`src/rtl/demux_pkg.sv`:
```
// Shared types and constants for the ADG732 channel scan sequencer.
// Holds the FSM state encoding and channel geometry.
package demux_pkg;

    localparam int CH_W   = 5;
    localparam int NUM_CH = 32;

    typedef enum logic [1:0] {
        IDLE  = 2'd0,
        ISSUE = 2'd1,
        DWELL = 2'd2
    } state_t;

endpackage

```
`src/rtl/scan_dwell_timer.sv`:
```
// Down-counter that measures the hold time on one channel.
// A load of 0 is treated as 1 so every channel dwells at least one cycle.
module scan_dwell_timer #(
    parameter int W = 24
) (
    input  logic         clk,
    input  logic         rst,
    input  logic         load,
    input  logic [W-1:0] load_val,
    input  logic         tick,
    output logic         expired
);

    logic [W-1:0] cnt_q;

    // Count register: load wins over tick, tick stops at zero.
    always_ff @(posedge clk) begin
        if (rst) begin
            cnt_q <= '0;
        end else if (load) begin
            cnt_q <= (load_val == '0) ? W'(1) : load_val;
        end else if (tick && cnt_q != '0) begin
            cnt_q <= cnt_q - W'(1);
        end
    end

    // Last dwell cycle is the one where the count reads 1.
    assign expired = (cnt_q == W'(1));

endmodule

```
`src/rtl/demux_scan_seq.sv`:
```
// Channel scan sequencer feeding an ADG732 driver over a valid/ready port.
// Optional build macro SCAN_SKIP_MASK_EN adds a per-channel skip mask.
module demux_scan_seq
    import demux_pkg::*;
#(
    parameter int DWELL_W = 24
) (
    input  logic               clk,
    input  logic               rst,
    input  logic               start,
    input  logic               stop,
    input  logic               continuous,
    input  logic [CH_W-1:0]    first_ch,
    input  logic [CH_W-1:0]    last_ch,
    input  logic [DWELL_W-1:0] dwell_cycles,
`ifdef SCAN_SKIP_MASK_EN
    input  logic [NUM_CH-1:0]  skip_mask,
`endif
    output logic [CH_W-1:0]    ch_out,
    output logic               ch_valid,
    input  logic               ch_ready,
    output logic               busy,
    output logic               scan_done
);

    state_t state_q, state_nxt;

    logic [CH_W-1:0]    cur_q, cur_nxt;
    logic [CH_W-1:0]    first_q, last_q;
    logic [DWELL_W-1:0] dwell_q;
    logic               cont_q;
    logic               pend_q, pend_nxt;
    logic               hit_q, hit_nxt;
    logic               cap;
    logic               adv;
    logic               load;
    logic               expired;
    logic               hs;
    logic               done_nxt;
    logic               valid_nxt;
    logic               busy_nxt;
    logic               skip_nxt;

    assign hs     = ch_valid & ch_ready;
    assign ch_out = cur_q;

    scan_dwell_timer #(
        .W(DWELL_W)
    ) u_timer (
        .clk      (clk),
        .rst      (rst),
        .load     (load),
        .load_val (dwell_q),
        .tick     (state_q == DWELL),
        .expired  (expired)
    );

`ifdef SCAN_SKIP_MASK_EN
    logic [NUM_CH-1:0] mask_q, mask_nxt;

    // Mask is captured together with the rest of the scan config.
    always_ff @(posedge clk) begin
        if (rst) mask_q <= '0;
        else     mask_q <= mask_nxt;
    end

    // Skip decision looks at the channel about to be presented.
    always_comb begin
        mask_nxt = cap ? skip_mask : mask_q;
        skip_nxt = mask_nxt[cur_nxt];
    end
`else
    assign skip_nxt = 1'b0;
`endif

    // State, scan config and registered outputs.
    always_ff @(posedge clk) begin
        if (rst) begin
            state_q   <= IDLE;
            cur_q     <= '0;
            first_q   <= '0;
            last_q    <= '0;
            dwell_q   <= '0;
            cont_q    <= 1'b0;
            pend_q    <= 1'b0;
            hit_q     <= 1'b0;
            ch_valid  <= 1'b0;
            busy      <= 1'b0;
            scan_done <= 1'b0;
        end else begin
            state_q   <= state_nxt;
            cur_q     <= cur_nxt;
            pend_q    <= pend_nxt;
            hit_q     <= hit_nxt;
            ch_valid  <= valid_nxt;
            busy      <= busy_nxt;
            scan_done <= done_nxt;
            if (cap) begin
                first_q <= first_ch;
                last_q  <= last_ch;
                dwell_q <= dwell_cycles;
                cont_q  <= continuous;
            end
        end
    end

    // Next state: handshake, dwell expiry, stop handling and channel step.
    always_comb begin
        state_nxt = state_q;
        cur_nxt   = cur_q;
        pend_nxt  = pend_q;
        hit_nxt   = hit_q;
        done_nxt  = 1'b0;
        cap       = 1'b0;
        adv       = 1'b0;
        load      = 1'b0;
        unique case (state_q)
            IDLE: begin
                if (start && !stop) begin
                    cap       = 1'b1;
                    cur_nxt   = first_ch;
                    hit_nxt   = 1'b0;
                    pend_nxt  = 1'b0;
                    state_nxt = ISSUE;
                end
            end
            ISSUE: begin
                if (ch_valid) begin
                    if (hs) begin
                        hit_nxt = 1'b1;
                        if (stop || pend_q) begin
                            pend_nxt  = 1'b0;
                            state_nxt = IDLE;
                        end else begin
                            load      = 1'b1;
                            state_nxt = DWELL;
                        end
                    end else if (stop) begin
                        pend_nxt = 1'b1;
                    end
                end else if (stop || pend_q) begin
                    pend_nxt  = 1'b0;
                    state_nxt = IDLE;
                end else begin
                    adv = 1'b1;
                end
            end
            DWELL: begin
                if (stop) state_nxt = IDLE;
                else if (expired) adv = 1'b1;
            end
            default: state_nxt = IDLE;
        endcase
        if (adv) begin
            if (cur_q != last_q) begin
                cur_nxt   = cur_q + CH_W'(1);
                state_nxt = ISSUE;
            end else if (cont_q && hit_q) begin
                cur_nxt   = first_q;
                hit_nxt   = 1'b0;
                state_nxt = ISSUE;
            end else begin
                done_nxt  = !cont_q;
                state_nxt = IDLE;
            end
        end
    end

    // Output values for the next cycle, derived from the next state.
    always_comb begin
        valid_nxt = (state_nxt == ISSUE) && !skip_nxt;
        busy_nxt  = (state_nxt != IDLE);
    end

endmodule

```
`config.mk`:
```
export PLATFORM = sky130hd
export DESIGN_NAME = demux_scan_seq
export DESIGN_NICKNAME = d
export VERILOG_FILES = /design/src/rtl/demux_pkg.sv /design/src/rtl/scan_dwell_timer.sv /design/src/rtl/demux_scan_seq.sv
export SDC_FILE = /design/constraint.sdc
export NUM_CORES = 1
export LEC_CHECK = 0
export ABC_AREA = 1
export CAP_MARGIN = 10
export CORE_ASPECT_RATIO = 1.4
export CORE_MARGIN = 2
export CORE_UTILIZATION = 45
export DETAILED_ROUTE_END_ITERATION = 16
export PLACE_DENSITY_LB_ADDON = 0.12
export SYNTH_ARGS = -nofsm -noshare
export SYNTH_HDL_FRONTEND = slang
export SYNTH_SLANG_ARGS = --single-unit
```
`constraint.sdc`:
```
create_clock -name clk -period 2 [get_ports clk]
set_input_delay 0.3 -clock clk [delete_from_list [all_inputs] [get_ports clk]]
set_output_delay 0.3 -clock clk [all_outputs]
set_load 0.02 [all_outputs]
```
==> flow_summary.ini, run 1 <==
[worst_setup_path]
worst_path_fanout_max = 19
crit_required_ps = 2270
critical-path-max-stage-delay_ps = 440
crit_path_frequent_cell = sky130_fd_sc_hd__nand2_1
path_class = flip-flop to flip-flop
setup.worst_path.start_class = flip-flop
worst_setup_end_kind = flip-flop
timing.critical_path.slowest_stage_cell = sky130_fd_sc_hd__dfxtp_1
crit_path_cell_trace = inv_1 > ha_1 > nand2_1 > nor2_4 > inv_2 > buf_4 > nand4_1 > o21ai_0 > nand2_1 > a21oi_1
timing.critical_path.arrival_ps = 2090

[finish]
layout-drive-gt1-share_pct = 10.7
register_area_um2 = 1420
multi_input_gate_area_in_the_final_layout_um2 = 2140
antenna_cells_inserted = 0
finalNetCount = 687
fillCellCount = 819
synthToLayoutAreaGrowth_pct = 25.0
utilization_pct = 57.4
final-instance-count-excl-fill = 749

[sta]
slew_violations = 0
final_period_minus_worst_setup_slack_ps = 1820
finalClockSkew_ps = 7.15
setup-violations-final = 0
timing_worst_slew_pin_value_ps = 517
timing.fmax_mhz = 551
final_hold_slack_ps = 463
hold_violations = 0
worst_slew_margin_rel_pct = 65.4
unrepaired_setup_endpoints_after_global_routing = no
layout_worst_path_cycle_share_pct = 90.8

[logic_synthesis]
ys_seq_elements = 71
ys.flop_type = sky130_fd_sc_hd__dfxtp_1
async_reset_ff_share_pct = 0
syn_area_um2 = 3930
mean_instance_size_in_the_synthesized_netlist_um2 = 6.70
synth_fp_nets = 635
post_synth_inst_count = 587
post_synth_edffs = 0
post_synth_num_cell_types = 36
yosysWarnings = 0
seq_area_frac_synth_pct = 36.2

[floorplanning]
chipWidth_um = 83.0
placeableCoreArea_um2 = 8560
die_y_um = 115
std_cell_rows = 40
starting_density_pct = 45.9
die-area_um2 = 9510
num_io_pins = 48

[routing]
routed_via_density = 5.20
first_pass_iters = 4
drtIter0Drc = 182
post_route_drc = 0
vias = 3898
routed_wire_length_per_instance_um = 13.7
route.final.wire_length_um = 10300
antenna_violating_nets_post_route = 0

[clocking]
cts.reportedPaths.clkPinSlew_ps = 60
cts_htree_levels = 3
clkSinkCount = 71
cts-root-to-sink-buffers = 2
post_cts_buffers = 0
post_cts_resized = 0
clk_tree_root_cell = sky130_fd_sc_hd__clkbuf_16
clk_latency_ps = 340
cts_tree = done
cts-buffers-inserted = 9
postCtsHoldBufs = 0

[power_and_ir_drop]
powerDensity_nw_per_um2 = 788
vdd_ir_drop_max_mv = 0.504
total_leakage_power_uw = 0.00217

[place]
buffer_ports.inserted = 47
place.detailed.instances = 733
gp_congestion = 0.860
hpwl_um = 7620

[global_routing]
grt_first_pass_wirelength_um = 17100
grt_antenna_before_repair = 0
global_route.usage.met1_pct = 23.2
gr-usage-met3_pct = 2.74
grtUsageMet2_pct = 42.7
grt_use_total_pct = 22.3
grt_max_degree = 40
globalRouteOverflowTotal = 0
gr-max-usage-layer = met2
first_global_vias = 3814

[hold_path]
timing.hold.worst.class = flip-flop to flip-flop

[run_status]
result_of_the_run = finished clean

[job]
max_cap_viol_count = 0
-- worst paths after layout --
path                            cells past startpoint  slack, ps               startpoint                             end
worst max-delay path                               10        180    state_q[1]$_SDFF_PP0_  u_timer.cnt_q[14]$_SDFFE_PP0P_
worst min-delay path                                2        460  first_q[0]$_SDFFE_PP0P_         first_q[0]$_SDFFE_PP0P_
worst max register to register                     10        180    state_q[1]$_SDFF_PP0_  u_timer.cnt_q[14]$_SDFFE_PP0P_
worst min register to register                      2        460  first_q[0]$_SDFFE_PP0P_         first_q[0]$_SDFFE_PP0P_
-- per-layer routing --
metal | vias up | part of all wire, % | wire length (um)
met2 | 80 | 53 | 5430
met5 | - | 0 | 0
met3 | 26 | 3.4 | 352
li1 | 2017 | - | -
met4 | 0 | 3.8 | 396
met1 | 1775 | 40 | 4110
-- metrics by stage --
step	area [um2]	setup slack (ps)	power, uW	setup TNS (ps)
5_1_grt	4910	23.4	4020	0
3_3_place_gp	4580	27.3	2140	0
6_report	4910	184	3870	0
3_5_place_dp	4580	-2.09	2150	-2.09
4_1_cts	4900	59.3	3890	0
2_1_floorplan	3930	414	1920	0
-- state kept, by name (all words and copies together), names as in the netlist --
| register | cells |
|---|---|
| last_q | 5 |
| busy | 1 |
| first_q | 5 |
| ch_out | 5 |
| cont_q | 1 |
| pend_q | 1 |
| dwell_q | 24 |
| state_q | 2 |
| scan_done | 1 |
| hit_q | 1 |
| u_timer.cnt_q | 24 |
| ch_valid | 1 |
-- placed cells by master (no fill, tap or decap), types with 2 or more instances in the layout --
master and count:
sky130_fd_sc_hd__a21oi_2 4, sky130_fd_sc_hd__nand2_4 2, sky130_fd_sc_hd__o21ai_0 64, sky130_fd_sc_hd__xnor2_1 4, sky130_fd_sc_hd__inv_2 3, sky130_fd_sc_hd__nand2_2 7
sky130_fd_sc_hd__nor2_4 2, sky130_fd_sc_hd__nand4_1 13, sky130_fd_sc_hd__nand3_1 43, sky130_fd_sc_hd__o211ai_1 4, sky130_fd_sc_hd__ha_1 7, sky130_fd_sc_hd__buf_4 19
sky130_fd_sc_hd__o21bai_1 2, sky130_fd_sc_hd__clkdlybuf4s50_1 47, sky130_fd_sc_hd__nor3_1 6, sky130_fd_sc_hd__xor2_1 8, sky130_fd_sc_hd__buf_12 2, sky130_fd_sc_hd__nor2_1 63
sky130_fd_sc_hd__dfxtp_1 71, sky130_fd_sc_hd__clkbuf_16 9, sky130_fd_sc_hd__a21oi_1 61, sky130_fd_sc_hd__nand2_1 115, sky130_fd_sc_hd__inv_1 61, sky130_fd_sc_hd__bufinv_16 2
sky130_fd_sc_hd__nor2_2 9
-- logic make-up after synthesis --
group	after synthesis	share of synthesized area (%)
AO/OA/AOI/OAI	139	18.9
XOR/XNOR	12	2.67
adder cells (fa/ha/maj)	8	2.55
buffers and inverters	92	9.96
flip-flops	71	36.2
AND/OR/NAND/NOR	265	29.8
-- cell usage after synthesis (2+ instances only) --
| master | instances | area (um2) |
|---|---|---|
| sky130_fd_sc_hd__o21ai_0 | 64 | 320 |
| sky130_fd_sc_hd__nand2_1 | 117 | 439 |
| sky130_fd_sc_hd__xnor2_1 | 4 | 35.0 |
| sky130_fd_sc_hd__xor2_1 | 8 | 70.1 |
| sky130_fd_sc_hd__clkbuf_1 | 15 | 56.3 |
| sky130_fd_sc_hd__buf_6 | 2 | 22.5 |
| sky130_fd_sc_hd__nand2_4 | 2 | 22.5 |
| sky130_fd_sc_hd__dfxtp_1 | 71 | 1420 |
| sky130_fd_sc_hd__o211ai_1 | 4 | 30.0 |
| sky130_fd_sc_hd__nor3_1 | 6 | 30.0 |
| sky130_fd_sc_hd__nand2_2 | 5 | 31.3 |
| sky130_fd_sc_hd__inv_1 | 62 | 233 |
| sky130_fd_sc_hd__inv_2 | 2 | 7.51 |
| sky130_fd_sc_hd__buf_2 | 7 | 35.0 |
| sky130_fd_sc_hd__a21oi_2 | 4 | 35.0 |
| sky130_fd_sc_hd__ha_1 | 8 | 100 |
| sky130_fd_sc_hd__nor2_1 | 63 | 236 |
| sky130_fd_sc_hd__nand3_1 | 43 | 215 |
| sky130_fd_sc_hd__a21oi_1 | 61 | 305 |
| sky130_fd_sc_hd__nor2_2 | 9 | 56.3 |
| sky130_fd_sc_hd__nand4_1 | 13 | 81.3 |
| sky130_fd_sc_hd__o21bai_1 | 2 | 15.0 |
| sky130_fd_sc_hd__nor2_4 | 2 | 22.5 |
-- where the power goes --
| group | switching, uW | internal, uW |
|---|---|---|
| Clock | 623 | 1130 |
| Sequential | 35.2 | 1480 |
| Combinational | 347 | 259 |
-- final cells by class --
class | instances | share of cell area (%)
repair buffers | 68 | 13.3
flip-flops and latches | 71 | 28.9
clock inverters | 5 | 1.65
well taps | 105 | 2.67
inverters | 65 | 5.07
clock buffers | 11 | 4.94
multi-input cells | 424 | 43.5
-- critical path: cells and delay by family (launching register included) --
kind / cells / cell delay, ps
buf+inv: 3 / 430
compound gates: 2 / 230
flops: 1 / 440
fa+ha+maj: 1 / 250
simple gates: 4 / 400
Note: power is estimated with default switching activity, not from simulation.
==> run 2: changes to the inputs <==
CORE_UTILIZATION = 56   (was 45)
CTS_BUF_LIST = sky130_fd_sc_hd__clkbuf_16   (was not set)
==> run 2 against run 1 <==
Against the previous run:
- count of clock-buffer cells in the layout down 2
- via count grew 3.0%
- final area is 1.7% lower
- largest cell class unchanged
- sequential share of layout area rose by 0.49 points
- critical path depth shrank 1
- global-route usage rose by 7.0 points
- hold slack gained 0.88 ps
- final cell count shrank 2.0%
==> flow_summary.ini, run 2 (synthesis results as in run 1) <==
[run_status]
result_of_the_run = finished clean

[worst_setup_path]
worst_path_fanout_max = 8
path_class = flip-flop to flip-flop
worst_setup_end_kind = flip-flop
crit_required_ps = 2230
timing.critical_path.arrival_ps = 2110
setup.worst_path.start_class = flip-flop

[finish]
fillCellCount = 603
reg.largest.list = dwell_q: 24 flops, u_timer.cnt_q: 24 flops
synthToLayoutAreaGrowth_pct = 22.9
commonest_non_fill_non_tap_cell_in_the_layout = sky130_fd_sc_hd__nand2_1
finalNetCount = 682
layout-drive-gt1-share_pct = 10.3
final_cell_mix = sky130_fd_sc_hd__nand2_1, sky130_fd_sc_hd__dfxtp_1, sky130_fd_sc_hd__o21ai_0
antenna_cells_inserted = 0

[place]
post-place-ws_ps = -183
gp_congestion = 0.980
hpwl_um = 7500
buffer_ports.inserted = 47

[sta]
fin_ws_ps = 120
layout_worst_path_cycle_share_pct = 94.0
final_hold_slack_ps = 464
unrepaired_setup_endpoints_after_global_routing = yes
setup-tns-final_ps = 0
hold_violations = 0
timing.fmax_mhz = 532
setup-violations-final = 0
finalClockSkew_ps = 3.45
worst_slew_margin_rel_pct = 65.8
slew_violations = 0
final_period_minus_worst_setup_slack_ps = 1880
timing_worst_slew_pin_value_ps = 509

[clocking]
clk_latency_ps = 340
cts_tree = done
clk_tree_root_cell = sky130_fd_sc_hd__clkbuf_16
clkSinkCount = 71
cts-buffers-inserted = 9
postCtsHoldBufs = 0
cts-root-to-sink-buffers = 2
cts_htree_levels = 3
cts.reportedPaths.clkPinSlew_ps = 60

[floorplanning]
die-area_um2 = 7720
chipWidth_um = 74.8
std_cell_rows = 36
starting_density_pct = 57.0
placeableCoreArea_um2 = 6890
die_y_um = 103
num_io_pins = 48

[routing]
routed_wire_length_per_instance_um = 14.4
antenna_violating_nets_post_route = 0
drtIter0Drc = 328
route.final.wire_length_um = 10600
post_route_drc = 0
routed_via_density = 5.47
vias = 4015
first_pass_iters = 4

[power_and_ir_drop]
vdd_ir_drop_max_mv = 0.630
powerDensity_nw_per_um2 = 769
tot_pwr_uw = 3720
total_leakage_power_uw = 0.00212

[global_routing]
grt_first_pass_wirelength_um = 17100
grt_max_degree = 41
globalRouteOverflowTotal = 0
grt_use_total_pct = 29.3
grt_antenna_before_repair = 0
first_global_vias = 3896

[hold_path]
timing.hold.worst.class = flip-flop to flip-flop

[job]
max_cap_viol_count = 0
run 2: per-layer routing:
layer | global-route usage [%] | vias up | routed length (um)
met5 | 0 | - | 0
met1 | 30.3 | 1830 | 4120
met3 | 5.77 | 37 | 375
met2 | 54.7 | 128 | 5640
li1 | - | 2020 | -
met4 | 14.8 | 0 | 462
run 2: repair_timing:
action | in CTS | in global routing
setup endpoints to repair | 0 | 40
setup buffers | 0 | 2
resized for setup | 0 | 5
run 2: final cells by class:
| class | instances | area [um2] | area share (%) |
|---|---|---|---|
| clock buffers | 9 | 225 | 4.66 |
| inverters | 65 | 249 | 5.15 |
| well taps | 95 | 119 | 2.46 |
| flip-flops and latches | 71 | 1420 | 29.4 |
| multi-input cells | 424 | 2130 | 44.1 |
| repair buffers | 63 | 616 | 12.7 |
| clock inverters | 7 | 72.6 | 1.50 |
run 2: final timing paths:
| kind | from | end | slack, ps | cells past startpoint |
|---|---|---|---|---|
| setup reg to reg | state_q[1]$_SDFF_PP0_ | hit_q$_SDFF_PP0_ | 120 | 9 |
| hold reg to reg | first_q[2]$_SDFFE_PP0P_ | first_q[2]$_SDFFE_PP0P_ | 460 | 2 |
| hold / removal | first_q[2]$_SDFFE_PP0P_ | first_q[2]$_SDFFE_PP0P_ | 460 | 2 |
| setup / recovery | state_q[1]$_SDFF_PP0_ | hit_q$_SDFF_PP0_ | 120 | 9 |
run 2: per-stage QoR:
| stage | instance area, um2 | std cells | utilization (%) |
|---|---|---|---|
| detailed placement | 4510 | 716 | 65.5 |
| finish | 4830 | 734 | 70.1 |
| global placement | 4510 | 716 | 65.5 |
| global route | 4830 | 734 | 70.1 |
| CTS | 4810 | 732 | 69.8 |
| floorplan | 3930 | 587 | - |
run 2: where the power goes:
group          switching, uW  internal [uW]
combinational            346            253
clock                    631            964
sequential              40.5           1480
total                   1020           2700
run 2: worst max-delay path: stages (launching register included):
cell	delay (ps)
sky130_fd_sc_hd__dfxtp_1	360
sky130_fd_sc_hd__inv_1	100
sky130_fd_sc_hd__ha_2	230
sky130_fd_sc_hd__inv_1	80
sky130_fd_sc_hd__nor3_1	240
sky130_fd_sc_hd__o21bai_1	210
sky130_fd_sc_hd__nand2_2	190
sky130_fd_sc_hd__buf_4	180
sky130_fd_sc_hd__o21ai_0	130
sky130_fd_sc_hd__inv_1	50
